--- src/rtl/noc_pkg.sv ---
`default_nettype none
// ============================================================================
// Module      : noc_pkg
// Description : Shared NoC link codes, response field layout and FSM states.
// Revision    : 1.0 - initial release
// ============================================================================
package noc_pkg;

  localparam logic [3:0] CODE_IDLE           = 4'b1_000;
  localparam logic [3:0] CODE_READ           = 4'b1_001;
  localparam logic [3:0] CODE_READ_RESPONSE  = 4'b1_010;
  localparam logic [3:0] CODE_WRITE          = 4'b1_011;
  localparam logic [3:0] CODE_WRITE_RESPONSE = 4'b1_100;
  localparam logic [3:0] CODE_RESERVED       = 4'b1_101;
  localparam logic [3:0] CODE_MESSAGE        = 4'b1_110;
  localparam logic [3:0] CODE_END            = 4'b1_111;

  localparam int RSP_RSVD_BIT = 4;
  localparam int RSP_ERR_BIT  = 3;

  localparam logic [8:0] LINK_IDLE = 9'h100;

  typedef enum logic [1:0] {
    S_IDLE = 2'd0,
    S_HDR  = 2'd1,
    S_RID  = 2'd2,
    S_DATA = 2'd3
  } state_e;

  // Header link word {ALE, byte}; the code field is only meaningful with err set.
  function automatic logic [8:0] rsp_hdr(input logic is_write, input logic err,
                                         input logic [2:0] code);
    logic [3:0] main;
    logic [7:0] b;
    main              = is_write ? CODE_WRITE_RESPONSE : CODE_READ_RESPONSE;
    b                 = '0;
    b[7:5]            = main[2:0];
    b[RSP_RSVD_BIT]   = 1'b0;
    b[RSP_ERR_BIT]    = err;
    b[2:0]            = err ? code : 3'b000;
    return {main[3], b};
  endfunction

endpackage
`default_nettype wire

--- src/rtl/noc_resp_fifo.sv ---
`default_nettype none
// ============================================================================
// Module      : noc_resp_fifo
// Description : First-word-fall-through completion queue, synchronous reset.
// Revision    : 1.0 - initial release
// ============================================================================
module noc_resp_fifo #(
  parameter int DEPTH = 4,
  parameter int WIDTH = 8,
  parameter int PTR_W = $clog2(DEPTH)
) (
  input  logic             clk,
  input  logic             rst,
  input  logic             push_i,
  input  logic             pop_i,
  input  logic [WIDTH-1:0] din_i,
  output logic [WIDTH-1:0] dout_o,
  output logic             full_o,
  output logic             empty_o
);

  localparam logic [PTR_W:0] FULL_CNT = (PTR_W+1)'(DEPTH);

  logic [WIDTH-1:0] mem_q [DEPTH];
  logic [PTR_W-1:0] wr_ptr_q;
  logic [PTR_W-1:0] rd_ptr_q;
  logic [PTR_W:0]   count_q;
  logic             do_push;
  logic             do_pop;

  assign full_o  = (count_q == FULL_CNT);
  assign empty_o = (count_q == '0);
  assign do_push = push_i & ~full_o;
  assign do_pop  = pop_i & ~empty_o;
  assign dout_o  = mem_q[rd_ptr_q];

  // Pointers wrap naturally because DEPTH is a power of two.
  always_ff @(posedge clk) begin
    if (rst) begin
      wr_ptr_q <= '0;
      rd_ptr_q <= '0;
      count_q  <= '0;
    end else begin
      if (do_push) wr_ptr_q <= wr_ptr_q + 1'b1;
      if (do_pop)  rd_ptr_q <= rd_ptr_q + 1'b1;
      case ({do_push, do_pop})
        2'b10:   count_q <= count_q + 1'b1;
        2'b01:   count_q <= count_q - 1'b1;
        default: count_q <= count_q;
      endcase
    end
  end

  always_ff @(posedge clk) begin
    if (do_push) mem_q[wr_ptr_q] <= din_i;
  end

endmodule
`default_nettype wire

--- src/rtl/noc_resp_serializer.sv ---
`default_nettype none
// ============================================================================
// Module      : noc_resp_serializer
// Description : Queues read/write completions and serializes response packets.
// Revision    : 1.0 - initial release
// ============================================================================
module noc_resp_serializer #(
  parameter int FIFO_DEPTH = 4,
  parameter int DATA_BYTES = 4
) (
  input  logic                    clk,
  input  logic                    rst,
  input  logic                    req_valid,
  output logic                    req_ready,
  input  logic                    req_is_write,
  input  logic [7:0]              req_src_id,
  input  logic                    req_err,
  input  logic [2:0]              req_err_code,
  input  logic [8*DATA_BYTES-1:0] req_rd_data,
  output logic [7:0]              CMD_WRITE,
  output logic                    ALE_WRITE,
  output logic                    busy
);
  import noc_pkg::*;

  localparam int PTR_W  = $clog2(FIFO_DEPTH);
  localparam int DATA_W = 8 * DATA_BYTES;
  localparam int PKT_W  = 1 + 8 + 1 + 3 + DATA_W;
  localparam int CNT_W  = (DATA_BYTES > 1) ? $clog2(DATA_BYTES) : 1;
  localparam logic [CNT_W-1:0] LAST_BYTE = CNT_W'(DATA_BYTES - 1);

  typedef struct packed {
    logic              is_write;
    logic [7:0]        src_id;
    logic              err;
    logic [2:0]        code;
    logic [DATA_W-1:0] data;
  } pkt_t;

  pkt_t             fifo_din;
  pkt_t             fifo_dout;
  pkt_t             pkt_q, pkt_d;
  logic             fifo_full;
  logic             fifo_empty;
  logic             fifo_pop;
  state_e           state_q, state_d;
  logic [CNT_W-1:0] cnt_q, cnt_d;
  logic [8:0]       link_q, link_d;
  logic             pkt_end;
  logic             rd_ok;

  assign req_ready = ~fifo_full & ~rst;
  assign fifo_din  = {req_is_write, req_src_id, req_err, req_err_code, req_rd_data};

  noc_resp_fifo #(
    .DEPTH (FIFO_DEPTH),
    .WIDTH (PKT_W),
    .PTR_W (PTR_W)
  ) u_fifo (
    .clk     (clk),
    .rst     (rst),
    .push_i  (req_valid & req_ready),
    .pop_i   (fifo_pop),
    .din_i   (fifo_din),
    .dout_o  (fifo_dout),
    .full_o  (fifo_full),
    .empty_o (fifo_empty)
  );

  always_ff @(posedge clk) begin
    if (rst) begin
      state_q <= S_IDLE;
      pkt_q   <= '0;
      cnt_q   <= '0;
      link_q  <= LINK_IDLE;
    end else begin
      state_q <= state_d;
      pkt_q   <= pkt_d;
      cnt_q   <= cnt_d;
      link_q  <= link_d;
    end
  end

  assign rd_ok = ~pkt_q.is_write & ~pkt_q.err;

  // Idle behaves like a finished packet so the next head starts with no gap.
  always_comb begin
    state_d  = state_q;
    pkt_d    = pkt_q;
    cnt_d    = cnt_q;
    fifo_pop = 1'b0;
    pkt_end  = 1'b0;
    case (state_q)
      S_IDLE: pkt_end = 1'b1;
      S_HDR:  state_d = S_RID;
      S_RID: begin
        if (rd_ok) begin
          state_d = S_DATA;
          cnt_d   = LAST_BYTE;
        end else begin
          pkt_end = 1'b1;
        end
      end
      S_DATA: begin
        if (cnt_q == '0) pkt_end = 1'b1;
        else             cnt_d   = cnt_q - 1'b1;
      end
      default: state_d = S_IDLE;
    endcase
    if (pkt_end) begin
      if (!fifo_empty) begin
        fifo_pop = 1'b1;
        pkt_d    = fifo_dout;
        state_d  = S_HDR;
      end else begin
        state_d  = S_IDLE;
      end
    end
  end

  always_comb begin
    link_d = LINK_IDLE;
    case (state_d)
      S_HDR:   link_d = rsp_hdr(pkt_d.is_write, pkt_d.err, pkt_d.code);
      S_RID:   link_d = {1'b0, pkt_d.src_id};
      S_DATA:  link_d = {1'b0, 8'(pkt_d.data >> {cnt_d, 3'b000})};
      default: link_d = LINK_IDLE;
    endcase
  end

  assign ALE_WRITE = link_q[8];
  assign CMD_WRITE = link_q[7:0];
  assign busy      = (state_q != S_IDLE) | ~fifo_empty;

endmodule
`default_nettype wire

--- config.mk ---
export PLATFORM = sky130hd
export DESIGN_NAME = noc_resp_serializer
export DESIGN_NICKNAME = d
export VERILOG_FILES = /design/src/rtl/noc_pkg.sv /design/src/rtl/noc_resp_fifo.sv /design/src/rtl/noc_resp_serializer.sv
export SDC_FILE = /design/constraint.sdc
export NUM_CORES = 1
export LEC_CHECK = 0
export CAP_MARGIN = 10
export CORE_ASPECT_RATIO = 0.6
export CORE_UTILIZATION = 53
export CTS_BUF_LIST = sky130_fd_sc_hd__clkbuf_16
export CTS_CLUSTER_SIZE = 14
export DETAILED_ROUTE_END_ITERATION = 10
export HOLD_SLACK_MARGIN = 0.12
export PLACE_DENSITY = 0.73
export SYNTH_ARGS = -nofsm -noshare
export SYNTH_HDL_FRONTEND = slang
export SYNTH_SLANG_ARGS = --single-unit
--- constraint.sdc ---
create_clock -name clk -period 3.2 [get_ports clk]
set_input_delay 0.48 -clock clk [delete_from_list [all_inputs] [get_ports clk]]
set_output_delay 0.48 -clock clk [all_outputs]
set_load 0.05 [all_outputs]
=== After elaboration in Yosys (flattened, before gate mapping) ===
Memories as Yosys holds them, arrays and structs flattened. A register that Yosys moved wholly into a read port is not among the register bits.
Cells that the tools add are included.

* Memories: 1
* Logic and storage cells: 65
* Register bits: 65
* Memory bits (writable): 180
* Bits of input ports: 48
* Output and inout port bits: 11

* Reduce and logical (&&, ||, !) cells: 5
* Muxes and demuxes: 22
* Equality and inequality tests: 9
* $add $sub $neg: 5
* Shifts and indexed selects: 1
* Bitwise logic cells: 11

{| class="wikitable"
|+ Memories
! name !! words !! bits a word !! read ports !! clocked after memory_dff !! wr ports !! RTL line !! source
|-
| u_fifo.mem_q || 4 || 45 || 1 || 1 || 1 || noc_resp_fifo.sv:24 || <nowiki>logic [WIDTH-1:0] mem_q [DEPTH];</nowiki>
|}

{| class="wikitable"
|+ Operator list
! cell !! number
|-
| two-way mux 45 bit || 2
|-
| >> shifter 32 x 5 -> 8 bit || 1
|-
| case mux 9 bit (3 select lines) || 1
|-
| two-way mux 2 bit || 6
|-
| == test 2 bit, second input constant || 5
|-
| case mux 2 bit (2 select lines) || 2
|-
| two-way mux 1 bit || 7
|-
| == test 2 x 1 -> 1 bit, second input constant || 3
|-
| two-way mux 3 bit || 2
|-
| case mux 3 bit (2 select lines) || 1
|-
| bitwise AND 1 bit || 5
|-
| inverter 1 bit || 5
|-
| adder 2 x 1 -> 2 bit, second input constant || 2
|-
| zero test 2 bit || 2
|-
| nonzero test 2 bit || 2
|-
| adder 3 x 1 -> 3 bit, second input constant || 1
|-
| == test 3 bit, second input constant || 1
|-
| zero test 3 bit || 1
|-
| case mux 1 bit (3 select lines) || 1
|-
| subtractor 3 x 1 -> 3 bit, second input constant || 1
|-
| subtractor 2 x 1 -> 2 bit, second input constant || 1
|-
| OR 1 bit || 1
|}

=== Logic depth before layout (Yosys ltp) ===
* Word-level depth: 8
* Mapped depth: 16
* Gate-level depth less buffers: 12

=== Hierarchy ===
Synthesis repeated with hierarchy kept, for this count alone.

* Cell total of the unflattened synthesis: 600
* Area, all modules: 9760.6 µm²

{| class="wikitable"
|+ By module, submodules not included
! module !! cells an instance !! instances !! area each (µm²)
|-
| noc_resp_fifo || 289 || 1 || 7029.2
|-
| noc_resp_serializer || 311 || 1 || 2731.4
|}

=== Worst setup path before layout ===
Ideal clock, no wire load.

* Path type: input to register
* From: input port rst
* To: memory u_fifo.mem_q[0][0] (netlist name), enable pin
* Setup slack: 104 ps
* Data arrival time: 2689 ps
* Cell stages on the path: 2
* Path through: a31oi_1 and3_1

* Word-level cells in the longest chain between the ends: 6

{| class="wikitable"
|+ Ends and longest elaborated chain
! element !! RTL line !! source
|-
| start: declaration || noc_resp_serializer.sv:12 || <nowiki>input logic rst,</nowiki>
|-
| inverter 1 bit || noc_resp_serializer.sv:52 || <nowiki>assign req_ready = ~fifo_full & ~rst;</nowiki>
|-
| bitwise AND 1 bit || noc_resp_serializer.sv:52 ||
|-
| bitwise AND 1 bit || noc_resp_serializer.sv:62 || <nowiki>.push_i (req_valid & req_ready),</nowiki>
|-
| bitwise AND 1 bit || noc_resp_fifo.sv:33 || <nowiki>assign do_push = push_i & ~full_o;</nowiki>
|-
| two-way mux 1 bit || noc_resp_fifo.sv:55 || <nowiki>if (do_push) mem_q[wr_ptr_q] <= din_i;</nowiki>
|-
| two-way mux 1 bit (implied by the code) || noc_resp_fifo.sv:55 ||
|-
| end: declaration || noc_resp_fifo.sv:24 ||
|}

No other way between the ends.

=== Worst setup path after layout ===
* From: register state_q[1]
* To: register u_fifo.count_q[2]

* Word-level cells in the longest chain between the ends: 6
* Elaborated cells on any way between the ends: 10
* Those cells by class: eq/ne (4); mux (3); bitwise (1); reduce/logical (2)

{| class="wikitable"
|+ Ends and longest elaborated chain
! element !! RTL line !! source
|-
| start: declaration || noc_resp_serializer.sv:46 || <nowiki>state_e state_q, state_d;</nowiki>
|-
| start signal: assignment || noc_resp_serializer.sv:77 || <nowiki>state_q <= state_d;</nowiki>
|-
| == test 2 bit / zero test 2 bit (equally long branches) || noc_resp_serializer.sv:93 || <nowiki>case (state_q)</nowiki>
|-
| case mux 1 bit (3 select lines) (*) || noc_resp_serializer.sv:93 ||
|-
| two-way mux 1 bit (*) || noc_resp_serializer.sv:110 || <nowiki>if (pkt_end) begin</nowiki>
|-
| bitwise AND 1 bit (*) || noc_resp_fifo.sv:34 || <nowiki>assign do_pop = pop_i & ~empty_o;</nowiki>
|-
| == test 2 x 1 -> 1 bit / == test 2 bit (equally long branches) || noc_resp_fifo.sv:46 || <nowiki>case ({do_push, do_pop})</nowiki>
|-
| case mux 3 bit (2 select lines) / nonzero test 2 bit (equally long branches) || -- ||
|-
| end signal: assignment || noc_resp_fifo.sv:47 || <nowiki>2'b10: count_q <= count_q + 1'b1;</nowiki>
|-
| end signal: assignment || noc_resp_fifo.sv:48 || <nowiki>2'b01: count_q <= count_q - 1'b1;</nowiki>
|-
| end signal: assignment || noc_resp_fifo.sv:49 || <nowiki>default: count_q <= count_q;</nowiki>
|-
| end: declaration || noc_resp_fifo.sv:27 || <nowiki>logic [PTR_W:0] count_q;</nowiki>
|}

Mark *: on every way between the ends. The rest lies on a longest branch, timed or not.
A chain may end at the register's enable or synchronous reset.

==> impl_results.md <==
- IO Count: 59
- Slew @ Worst Pin: 0.898 ns
- Final wirelength: 17800 um
- Met3 Wirelength: 1020 um
- Reg power frac: 45.9%
- Crit end category: register
- Clock Tree Root: clkbuf_16
- Cell Pwr Density: 825 mW/mm^2
- Pint: 6210 uW
- Average vias per placed instance: 5.63
- Drt drc: 0
- Async set or reset register ratio after synthesis: 0%
- Sw Ratio: 31.0%
- Ranking of synthesized cells by area: edfxtp_1 57%, dfxtp_1 14%, mux4_2 11%
- Worst hold path class: reg2reg
- Grt ovf: 0
- Critical path class: reg2reg
- First-pass GRT wire length: 28600 um
- Psw: 2790 uW
- Max Fclk: 0.336 GHz
- R2r setup slk: 0.23 ns
- WL/cell: 20.2 um
- Met2 Routed Length: 7750 um
- Reg2reg start: state_q[1]$_SDFF_PP0_
- Die H: 105 um
- CTS clk-pin slew, worst paths: 0.07 ns
- Design area: 0.0109 mm^2
- CORE AREA: 0.0173 mm^2
- Post-Syn Area: 0.00945 mm^2
- Vias in the first global route: 5176
- Slew headroom: 40.1%
- Clk sinks: 247
- Die area: 0.0184 mm^2
- CP bufs+invs: 2
- FF-to-FF path depth: 11
- Worst hold path startpoint: pkt_q[31]$_SDFF_PP0_
- Slowest CP cell: dfxtp_1
- RSZ-0062 raised after global routing: no
- Clk buf depth: 3
- CP max stage delay: 0.43 ns
- Post-synth top area share: 57.2%
- Max Cap Violations: 0
- Library cells used by synthesis: 51
- Layout area overhead: 15.4%
- CTS tree: done
- Proportion of power drawn by the clock network: 26.3%
- Initial antenna violation count: 0
- Endpoint, Worst Hold: pkt_q[31]$_SDFF_PP0_
- Layout cells sized above 1: 15.8%
- Post-cts resize count: 0
- Cell taking the most area after synthesis: edfxtp_1
- WP data required: 3.63 ns
- Peak fanout along the critical path: 15
- Die width: 174 um
- # setup viols final: 0
- Mean Syn Cell Area: 16.6 um^2
- GRT Overall Usage: 20.5%
- Arr. time, crit path: 3.40 ns
- Lkg Pwr: 0.00365 uW
- Standard-cell row count: 37
- RR Endpoint: u_fifo.count_q[2]$_SDFFE_PP0P_
- Worst setup SP type: register
- Logic pwr share: 27.8%
- Pwr Total: 9000 uW
- WHS Path Cells: 2
- Skew-Pair Late Insertion Delay: 0.50 ns
- Post-DP HPWL: 11000 um
- IO buf count: 58
- Syn_nets: 625
- H-Tree Depth: 1
- Number of flops mapped to enable cells by yosys: 180
- Antenna viol nets, final: 0
- CTS Hold Bufs: 0
- Largest net degree at the start of global routing: 60
- Setup bufs post-CTS: 0
- Max VDD drop: 393 uV
- Detailed Route Iter0 Violations: 410
- Total CTS buffers: 22
- Routability cong.: 0.872
- Status: completed
- Met1 wire length: 8760 um
- CP top delay family: simple AND/OR/NAND/NOR gates
- Vias: 4975
- Fin. Hold Viols: 0
- First-pass detailed-route iteration total: 6
- Highest routed layer: met4
- Fin Clk Skew: 0.00928 ns
- Nets: 691
- Synth Instances: 568
- Min Tclk post-route: 2.97 ns
- Post-synth top flop: edfxtp_1
- Number of diodes: 0
- Sum Neg Setup Slack: 0 ns
- YS warnings: 0
- Crit-path cells: ha_1 > nor4bb_4 > or3_1 > nand2_8 > inv_6 > ha_1 > inv_1 > fa_1 > xor2_1 > or3_1 > a21oi_1
- Seq/Total Area, Yosys: 71.4%
- Initial Utilization: 54.7%
- Final Max Slew Viols: 0
- #FFs+latches synth: 247
- Tcrit/Tclk final: 92.9%
- Cell area after placement: 0.0103 mm^2
## synthesized netlist by cell type, drive strengths merged (2+ instances only)
cell type	instances
a21oi	29
a221oi	2
a22o	2
a31oi	3
a32oi	2
and2	2
and3	4
buf	15
clkbuf	11
dfxtp	67
edfxtp	180
ha	8
inv	12
mux2	3
mux2i	28
mux4	45
nand2	62
nor2	39
nor2b	3
nor3	6
nor4	3
o21ai	6
o22ai	6
o2bb2ai	6
o31ai	2
or2	2
or3	5
xnor2	2
xor2	3
## logic make-up (layout without fill, tap and decap cells)
group | after synthesis | in the layout | synth area share, %
AND/OR/NAND/NOR | 130 | 130 | 6.34
buffers and inverters | 39 | 121 | 2.13
AO/OA/AOI/OAI | 62 | 62 | 4.30
flip-flops | 247 | 247 | 71.4
multiplexers | 76 | 76 | 14.1
XOR/XNOR | 5 | 5 | 0.464
adder cells (fa/ha/maj) | 9 | 9 | 1.27
## flip-flops by register name, indices dropped and copies added (netlist names), named ones only
name             cells
u_fifo.count_q       3
u_fifo.wr_ptr_q      2
link_q               9
pkt_q               45
cnt_q                2
state_q              2
u_fifo.rd_ptr_q      2
u_fifo.mem_q       180
## worst register-to-register path: cells and delay by family, from the launching register on
family | cells | cell delay, ns
XOR/XNOR | 1 | 0.15
adder cells (fa/ha/maj) | 3 | 0.98
flip-flops | 1 | 0.43
AO/OA/AOI/OAI | 1 | 0.14
buffers and inverters | 2 | 0.21
AND/OR/NAND/NOR | 4 | 0.99
## layer usage
metal	GRT usage (%)	up-vias
met5	0	-
met4	4.51	0
met3	4.40	25
met2	30.3	141
met1	31.2	2509
li1	-	2300
## cell usage in the layout (no fill, tap or decap), drive strengths merged, types with 3 or more instances in the layout
cell type / synthesis / layout
a21oi: 29 / 29
a31oi: 3 / 3
and3: 4 / 4
buf: 15 / 11
clkbuf: 11 / 23
clkdlybuf4s50: 0 / 57
clkinv: 1 / 6
dfxtp: 67 / 67
edfxtp: 180 / 180
ha: 8 / 8
inv: 12 / 24
mux2: 3 / 3
mux2i: 28 / 28
mux4: 45 / 45
nand2: 62 / 62
nor2: 39 / 39
nor2b: 3 / 3
nor3: 6 / 6
nor4: 3 / 3
o21ai: 6 / 6
o22ai: 6 / 6
o2bb2ai: 6 / 6
or3: 5 / 5
xor2: 3 / 3
## layout make-up
cell class / instances / area, um^2
timing repair buffer: 68 / 663
clock inverter: 17 / 65.1
tap: 234 / 293
multi-input combinational: 282 / 2510
sequential: 247 / 6750
inverter: 13 / 53.8
clock buffer: 23 / 576
fill: 1221 / 6360
## stage by stage
step,cells,setup WS (ns),util [%],hold slack [ns]
finish,884,0.228,63.2,0.457
global route,884,0.0347,63.2,0.486
CTS,884,0.226,63.2,0.455
detailed placement,844,0.238,59.4,0.448
global placement,844,0.369,59.4,0.444
floorplan,568,0.104,-,0.436
## worst max path at each step
stage	startpoint	endpoint	depth (start not counted)
2_1_floorplan	rst	u_fifo.mem_q[0][0]$_DFFE_PP_	2
3_3_place_gp	state_q[1]$_SDFF_PP0_	u_fifo.count_q[2]$_SDFFE_PP0P_	11
3_5_place_dp	state_q[1]$_SDFF_PP0_	u_fifo.count_q[2]$_SDFFE_PP0P_	11
4_1_cts	state_q[1]$_SDFF_PP0_	u_fifo.count_q[2]$_SDFFE_PP0P_	11
5_1_grt	state_q[1]$_SDFF_PP0_	u_fifo.count_q[2]$_SDFFE_PP0P_	11
6_report	state_q[1]$_SDFF_PP0_	u_fifo.count_q[2]$_SDFFE_PP0P_	11
## power groups by stage
stage          Clock, uW  Combinational, uW  Sequential (uW)
3_3_place_gp           0               2430             4160
4_1_cts             2420               2520             4130
2_1_floorplan          0               2010             4070
3_5_place_dp           0               2510             4190
5_1_grt             2560               2740             4170
6_report            2370               2500             4130
No activity file was read; power rests on OpenSTA's default activity.
